==> src/rtl/uart_tx_drain.sv <==
// rtl/uart_tx_drain.sv - FIFO-draining UART transmitter, 8N1 (8E1 with `UART_TX_PARITY_EN)
module uart_tx_drain #(
    parameter int CLKS_PER_BIT = 104
) (
    input  logic       clk,
    input  logic       reset,
    input  logic       enable,
    input  logic       fifo_empty,
    output logic       fifo_pop,
    input  logic [7:0] fifo_data,
    output logic       tx,
    output logic       busy
);

    localparam int CW = $clog2(CLKS_PER_BIT);
    localparam logic [CW-1:0] CNT_MAX = CW'(CLKS_PER_BIT - 1);

    typedef enum logic [2:0] {
        IDLE,
        LOAD,
        START,
        DATA,
`ifdef UART_TX_PARITY_EN
        PARITY,
`endif
        STOP
    } state_t;

    state_t        state, state_n;
    logic [CW-1:0] cnt, cnt_n;
    logic [2:0]    bit_idx, bit_n;
    logic [7:0]    shift, shift_n;
    logic          tx_n, pop_n, busy_n;
    logic          wrap;
    logic [2:0]    bit_inc;

    always_ff @(posedge clk or negedge reset) begin
        if (!reset) begin
            state    <= IDLE;
            cnt      <= '0;
            bit_idx  <= '0;
            shift    <= '0;
            tx       <= 1'b1;
            fifo_pop <= 1'b0;
            busy     <= 1'b0;
        end else begin
            state    <= state_n;
            cnt      <= cnt_n;
            bit_idx  <= bit_n;
            shift    <= shift_n;
            tx       <= tx_n;
            fifo_pop <= pop_n;
            busy     <= busy_n;
        end
    end

    always_comb begin
        state_n = state;
        cnt_n   = cnt;
        bit_n   = bit_idx;
        shift_n = shift;
        tx_n    = tx;
        pop_n   = 1'b0;
        wrap    = (cnt == CNT_MAX);
        bit_inc = bit_idx + 3'd1;

        case (state)
            IDLE: begin
                tx_n  = 1'b1;
                cnt_n = '0;
                if (enable && !fifo_empty) begin
                    pop_n   = 1'b1;
                    state_n = LOAD;
                end
            end
            // FIFO pops on the falling edge inside this cycle, so fifo_data is valid here
            LOAD: begin
                shift_n = fifo_data;
                tx_n    = 1'b0;
                cnt_n   = '0;
                state_n = START;
            end
            START: begin
                cnt_n = wrap ? '0 : cnt + CW'(1);
                if (wrap) begin
                    tx_n    = shift[0];
                    bit_n   = '0;
                    state_n = DATA;
                end
            end
            DATA: begin
                cnt_n = wrap ? '0 : cnt + CW'(1);
                if (wrap) begin
                    if (bit_idx == 3'd7) begin
`ifdef UART_TX_PARITY_EN
                        tx_n    = ^shift;
                        state_n = PARITY;
`else
                        tx_n    = 1'b1;
                        state_n = STOP;
`endif
                    end else begin
                        bit_n = bit_inc;
                        tx_n  = shift[bit_inc];
                    end
                end
            end
`ifdef UART_TX_PARITY_EN
            PARITY: begin
                cnt_n = wrap ? '0 : cnt + CW'(1);
                if (wrap) begin
                    tx_n    = 1'b1;
                    state_n = STOP;
                end
            end
`endif
            STOP: begin
                cnt_n = wrap ? '0 : cnt + CW'(1);
                tx_n  = 1'b1;
                if (wrap) begin
                    state_n = IDLE;
                end
            end
            default: begin
                tx_n    = 1'b1;
                cnt_n   = '0;
                state_n = IDLE;
            end
        endcase

        busy_n = (state_n != IDLE);
    end

endmodule

==> config.mk <==
export PLATFORM = sky130hd
export DESIGN_NAME = uart_tx_drain
export DESIGN_NICKNAME = d
export VERILOG_FILES = /design/src/rtl/uart_tx_drain.sv
export SDC_FILE = /design/constraint.sdc
export NUM_CORES = 1
export LEC_CHECK = 0
export ABC_AREA = 0
export CAP_MARGIN = 30
export CORE_MARGIN = 2
export CORE_UTILIZATION = 57
export CTS_BUF_LIST = sky130_fd_sc_hd__clkbuf_16
export DETAILED_ROUTE_END_ITERATION = 10
export PLACE_DENSITY = 0.85
export SYNTH_ARGS = -nofsm -noshare
export SYNTH_HDL_FRONTEND = slang
export SYNTH_SLANG_ARGS = --single-unit
==> constraint.sdc <==
create_clock -name clk -period 3.9 [get_ports clk]
set_input_delay 0.78 -clock clk [delete_from_list [all_inputs] [get_ports clk]]
set_output_delay 0.78 -clock clk [all_outputs]
set_load 0.05 [all_outputs]
==> out/metrics.cfg, run 1 <==
[logic_synthesis]
synthDominantAreaCellType=dfrtp_1
post_synth_most_frequent_cells=dfrtp_1 (23), nand2_1 (11), mux2_2 (9)
yosysUniqueCellTypes=36
netlist_top_cells_area=dfrtp_1 (48%), mux2_2 (8.5%), mux4_2 (3.8%)
ys.warnings.count=0
syn_area_mm2=0.00119
synth_edf_count=0
synth_flop_cell=dfrtp_1
synthesis.instances=103
post_synth.cell_area_avg_um2=11.5
post-synth-top-area-fraction=0.484
syn-num-nets=118
share_of_synthesized_area_occupied_by_flip_flops_and_latches=0.506
async_flop_share=1.00
register_bit_total_from_synthesis=24
count_leader_synth=dfrtp_1

[setup_path]
worst_path_cell_with_the_longest_stage_delay=clkdlybuf4s50_1
timing.critical_path.arrival_ns=1.58
timing.critical_path.max_delay_family=buffers and inverters
cp_cell_sequence=clkdlybuf4s50_1
setup.worst_path.end_class=output port
path_class=reg2out
timing.critical_path.buf_inv=1
crit_fanout=2
cp_slowest_stage_delay_ns=0.79
critical_path_required_ns=3.12
setup.worst_path.start_class=register

[placed_design]
detailedPlacementHpwl_um=1600
place.port_buffers=14
gp_congestion=0.801
placed_cells=140

[layout]
post_route_cells_drive_above_1_share=0.205
layout.cells.non_filler=144
diodes=0
num-fill-cells=143
finalNetCount=133
synthToLayoutAreaGrowth_pct=22.9
finish.utilization=0.745

[timing]
min_period_ns=2.36
setup_viol_count_final=0
setup_repair_after_global_routing_missed_its_margin=no
worstMarginPinSlew_ns=0.639
period_share=0.605
timing.max_slew.rel_slack=0.572
finalMaxSlewViolations=0
fmax_ghz=0.424
post_route_clock_skew_ns=0.00334
totalNegativeSetupSlack_ns=0
total_count_of_hold_check_failures_in_the_final_report=0
fin_hold_ws_ns=0.482

[route]
drt-vias-per-instance=5.96
post-route-drc-count=0
first_iter_violations=34
route.antenna.remaining_nets=0
drt_pass1_iterations=4
vias=858
routed_wire_length_per_instance_um=17.0
postRouteWirelength_um=2450

[floorplanning]
chipWidth_um=49.7
placement_rows=16
core_area_mm2=0.00196
starting_density_of_the_core=0.606
boundaryPins=15
die-height_um=49.7
fp.dieArea_mm2=0.00247

[power]
max-vdd-ir-drop_v=0.000516
net-switching-power_uw=290
clkPwrFrac=0.297
switching_power_share_of_the_total=0.296
seq_power_share=0.428
internal_power_uw=689
power.static_leakage_nw=0.603
p_comb_frac=0.274
pwr_density_cell_mw_per_mm2=671

[clocking]
clock_path_buffers=2
tritoncts_clock_tree=yes
cts_hold_repair.buffers=0
cts_resized=0
cts.sink_count=24
clock_slew_at_reported_path_ffs_ns=0.06
cts_made_buffers=3
root_buffer=clkbuf_16
cts-htree-levels=1
worstSkewPairLatency_ns=0.26
post_cts_buffers=0

[global_route]
remaining_overflow_grt=0
grt_start_max_net_pins=15
antenna_found_initial=0
vias_in_the_first_global_route=919
grt_pass1_wl_um=4350
grtUsageTotal=0.240

[run_status]
status=finished, final reports clean

[worst_hold_path]
min_path_type=reg2reg

[flow_run]
drv.max_cap_violation_count=0

-- stage by stage --
| step | instance area [um2] | worst slack [ns] | power (mW) |
|---|---|---|---|
| 6_report | 1460 | 1.54 | 0.980 |
| 5_1_grt | 1460 | 1.51 | 1.03 |
| 4_1_cts | 1460 | 1.53 | 0.986 |
| 3_5_place_dp | 1360 | 1.82 | 0.680 |
| 3_3_place_gp | 1340 | 1.82 | 0.653 |
| 2_1_floorplan | 1190 | 2.15 | 0.605 |
-- power groups by stage --
stage / logic [mW] / registers [mW] / clock network, mW
2_1_floorplan: 0.195 / 0.410 / 0
3_3_place_gp: 0.243 / 0.411 / 0
3_5_place_dp: 0.260 / 0.421 / 0
4_1_cts: 0.272 / 0.419 / 0.295
5_1_grt: 0.294 / 0.435 / 0.306
6_report: 0.269 / 0.420 / 0.291
-- sequential cells by signal (all words and copies together) (netlist names) --
signal / flops
state: 3
bit_idx: 3
fifo_pop: 1
busy: 1
cnt: 7
shift: 8
tx: 1
-- path summary, 6_finish.rpt --
| kind | endpoint | slack [ns] | start | cells past startpoint |
|---|---|---|---|---|
| max | tx | 1.54 | tx | 1 |
| min | cnt[0] | 0.48 | cnt[0] | 1 |
| max reg2reg | tx | 1.93 | bit_idx[0] | 6 |
| min reg2reg | cnt[0] | 0.48 | cnt[0] | 1 |
| max in group asynchronous | shift[2] | 2.55 | reset | 2 |
| min in group asynchronous | busy | 0.87 | reset | 1 |
-- cells in the final DEF (no fill, tap or decap), drive strengths merged --
cell type       n
mux2            9
o21ai           4
and3            2
a21o            1
or3             2
mux4            2
a211oi          1
nor2            4
nand2b          3
bufinv          1
nor2b           3
nor4b           1
inv             1
o311ai          2
nor4            1
xnor2           2
or4b            1
nand2          11
a311oi          1
xor2            2
clkbuf          3
ha              3
nor3            6
dfstp           1
nand4           2
dfrtp          23
buf             1
a21oi           3
and2            1
clkdlybuf4s50  14
o211ai          1
mux2i           1
nand3           3
a22o            1
-- routing by layer --
metal	global-route usage	part of all wire	vias up
met2	0.413	0.55	25
met3	0.0333	0.038	5
met4	0.120	0.018	0
met1	0.292	0.39	430
met5	0	0	-
li1	-	-	398
-- area by class of cell --
class	count	area, um2	area share
multi-input cells	73	562	0.384
repair buffers	15	155	0.106
flip-flops and latches	24	602	0.412
clock buffers	3	75.1	0.0514
clock inverters	1	30.0	0.0205
well taps	27	33.8	0.0231
inverters	1	3.75	0.00257
-- kinds of logic (layout without fill, tap and decap cells) --
kind of cell | Yosys count | count (layout) | synth area share
AO/OA/AOI/OAI | 14 | 14 | 0.0905
XOR/XNOR | 4 | 4 | 0.0295
adder cells (fa/ha/maj) | 3 | 3 | 0.0316
buffers and inverters | 6 | 20 | 0.0210
flip-flops | 24 | 24 | 0.506
multiplexers | 12 | 12 | 0.132
AND/OR/NAND/NOR | 40 | 40 | 0.189
(Power assumes the default switching activity.)
==> run 2, diff against run 1 <==
Settings changed: CORE_UTILIZATION 57 to 48, PLACE_DENSITY 0.85 to 0.76.
Clock period 3.9 ns to 1.94 ns, I/O delays scaled along.
==> run 2 against run 1 <==
  * Register-to-register slack got worse by 1.8 ns
  * Flip-flop and latch count unchanged
  * Wire length decreased by 7.7%
  * Clock skew up 0.0024 ns
  * Critical endpoint is now tx
  * Critical path depth up 5
  * Die area up 17%
  * Highest routed layer unchanged
  * Global-route usage is 6.4 points lower
  * Sequential power rose by 99%
  * Non-clock buffer count up 5
  * Largest power group unchanged
  * Worst setup slack got worse by 1.4 ns
  * First-iteration DRC count down 74%
==> out/metrics.cfg, run 2 (synthesis results as in run 1) <==
[clocking]
cts-htree-levels=1  ; unchanged
tritoncts_clock_tree=yes
cts.sink_count=24  ; unchanged
clock_path_buffers=2  ; unchanged
clock_slew_at_reported_path_ffs_ns=0.06  ; about the same
cts_resized=0  ; unchanged
worstSkewPairLatency_ns=0.26  ; about the same
root_buffer=clkbuf_16
post_cts_buffers=0  ; unchanged
cts_hold_repair.buffers=0  ; unchanged
cts_made_buffers=3  ; unchanged

[layout]
layout.cells.most_common=dfrtp_1
num-fill-cells=187  ; +31%
regMostFlops=shift
diodes=0  ; unchanged
synthToLayoutAreaGrowth_pct=25.6
finish.utilization=0.619  ; -0.125
finalNetCount=138  ; +3.8%
post_route_cells_drive_above_1_share=0.246  ; +0.0408
largest_reg_flops=8  ; unchanged
area_of_the_multi_input_gates_um2=562  ; unchanged
area.sequential_um2=602  ; unchanged
commonest_cells_after_routing_fill_and_taps_aside=dfrtp_1 (23), clkdlybuf4s50_1 (13), nand2_1 (11)
layout_top_registers=shift (8), cnt (7)
layout.cells.non_filler=152  ; +5.6%

[run_status]
status=finished, final reports clean

[timing]
post_route_clock_skew_ns=0.00571  ; +0.00237 ns
period_share=0.949
finalMaxSlewViolations=0  ; unchanged
setup_viol_count_final=0  ; unchanged
min_period_ns=1.84
setup_repair_after_global_routing_missed_its_margin=no
total_count_of_hold_check_failures_in_the_final_report=0  ; unchanged
fmax_ghz=0.543
worstMarginPinSlew_ns=0.534  ; -0.104 ns
timing.max_slew.rel_slack=0.644  ; +0.0720
totalNegativeSetupSlack_ns=0  ; unchanged

[setup_path]
critical_path.most_common_cell=ha_1
timing.critical_path.arrival_ns=2.02  ; +0.44 ns
reg2reg_from=bit_idx[0]
path_class=reg2reg
setup.worst_path.start_class=register
cp_slowest_stage_delay_ns=0.46  ; -0.33 ns
worst_setup_path_startpoint=bit_idx[0]
critical_path_required_ns=2.12  ; -1.00 ns
worst_path_cell_with_the_longest_stage_delay=dfrtp_1
crit_fanout=6  ; +4
setup.worst_path.end_class=register
timing.critical_path.to=tx
worst_r2r_endpoint=tx
cp_cell_sequence=ha_1 > ha_1 > and2_0 > a22o_1 > a211oi_1 > o21ai_0
timing.reg2reg.worst_path_depth=6  ; unchanged
ff2ff_setup_slack_ns=0.1  ; -1.83 ns

[power]
internal_power_mw=1.38  ; +100%
max-vdd-ir-drop_v=0.000826  ; +60%
p_comb_frac=0.265  ; -0.009
pwr_density_cell_mw_per_mm2=1290  ; +93%
power.static_leakage_nw=0.627  ; +4.0%
net-switching-power_uw=548  ; +89%
switching_power_share_of_the_total=0.284  ; -0.0121
seq_power_share=0.434  ; +0.006
clkPwrFrac=0.302  ; +0.005

[worst_hold_path]
min_from=cnt[0]
min_path_type=reg2reg

[placed_design]
place.port_buffers=14  ; unchanged
gp_congestion=0.830  ; +3.7%
detailedPlacementHpwl_um=1620  ; +1.7%
placed_cells=148  ; +5.7%

[floorplanning]
placement_rows=18  ; +2
core_area_mm2=0.00241  ; +23%
boundaryPins=15  ; unchanged
chipWidth_um=53.8  ; +8.2%
fp.dieArea_mm2=0.00289  ; +17%
starting_density_of_the_core=0.493  ; -0.113
die-height_um=53.8  ; +8.2%

[route]
postRouteWirelength_um=2260  ; -7.7%
drt_pass1_iterations=5  ; +1
route.antenna.remaining_nets=0  ; unchanged
first_iter_violations=9  ; -74%
post-route-drc-count=0  ; unchanged
vias=856  ; -0.23%
drt-vias-per-instance=5.63  ; -5.5%
routed_wire_length_per_instance_um=14.8  ; -13%

[global_route]
grtUsageTotal=0.176  ; -0.0638
antenna_found_initial=0  ; unchanged
grt_pass1_wl_um=3600  ; -17%
grt_start_max_net_pins=25  ; +10
remaining_overflow_grt=0  ; unchanged
vias_in_the_first_global_route=835  ; -9.1%

[flow_run]
drv.max_cap_violation_count=0  ; unchanged

[run 2: changes by cell type in the layout (fill, tap and decap cells not counted), sizes merged]
| cell | before | now |
|---|---|---|
| buf | 1 | 7 |
| clkdlybuf4s50 | 14 | 13 |
[run 2: how the worst min path moves through the flow]
stage	end	slack (ns)	depth (start not counted)
2_1_floorplan	bit_idx[0]	0.09	0
3_3_place_gp	cnt[0]	0.44	1
3_5_place_dp	cnt[0]	0.46	1
4_1_cts	cnt[0]	0.47	1
5_1_grt	cnt[0]	0.49	1
6_report	cnt[0]	0.46	1
[run 2: cell type report]
class / instances / share of cell area
Tap cell: 30 / 0.0251
Inverter: 1 / 0.00251
Multi-Input combinational cell: 73 / 0.376
Sequential cell: 24 / 0.403
Clock inverter: 1 / 0.0201
Timing Repair Buffer: 20 / 0.122
Clock buffer: 3 / 0.0503
[run 2: stage by stage]
step                power [mW]  area (um2)  setup slack, ns  hold WS, ns
finish                    1.93        1490           0.0982        0.462
global route              2.04        1490           0.0300        0.491
CTS                       1.95        1490           0.0787        0.466
detailed placement        1.35        1390            0.136        0.458
global placement          1.33        1390            0.188        0.439
floorplan                 1.22        1190            0.188       0.0924
[run 2: metal layers]
layer,routed length (um),track usage
met5,0,0
met3,62,0.0250
met2,1140,0.291
met1,1020,0.219
met4,33,0.103
[run 2: power groups by stage]
stage | registers (mW) | clock network, mW | logic, mW
finish | 0.836 | 0.581 | 0.510
global route | 0.860 | 0.612 | 0.571
CTS | 0.837 | 0.597 | 0.515
detailed placement | 0.842 | 0 | 0.511
global placement | 0.832 | 0 | 0.493
floorplan | 0.823 | 0 | 0.393
[run 2: worst max-delay path: cells and delay by family, from the launching register on]
family / cells / cell delay (ns)
AOI/OAI and AO/OA: 3 / 0.57
adders and majority gates: 2 / 0.51
DFF: 1 / 0.46
and+or+nand+nor: 1 / 0.24
==> run 3, diff against run 2 <==
Settings changed: ABC_AREA 0 to not set.
==> results of run 3 <==
The final DEF is identical to that of run 2; final timing and power are the same.
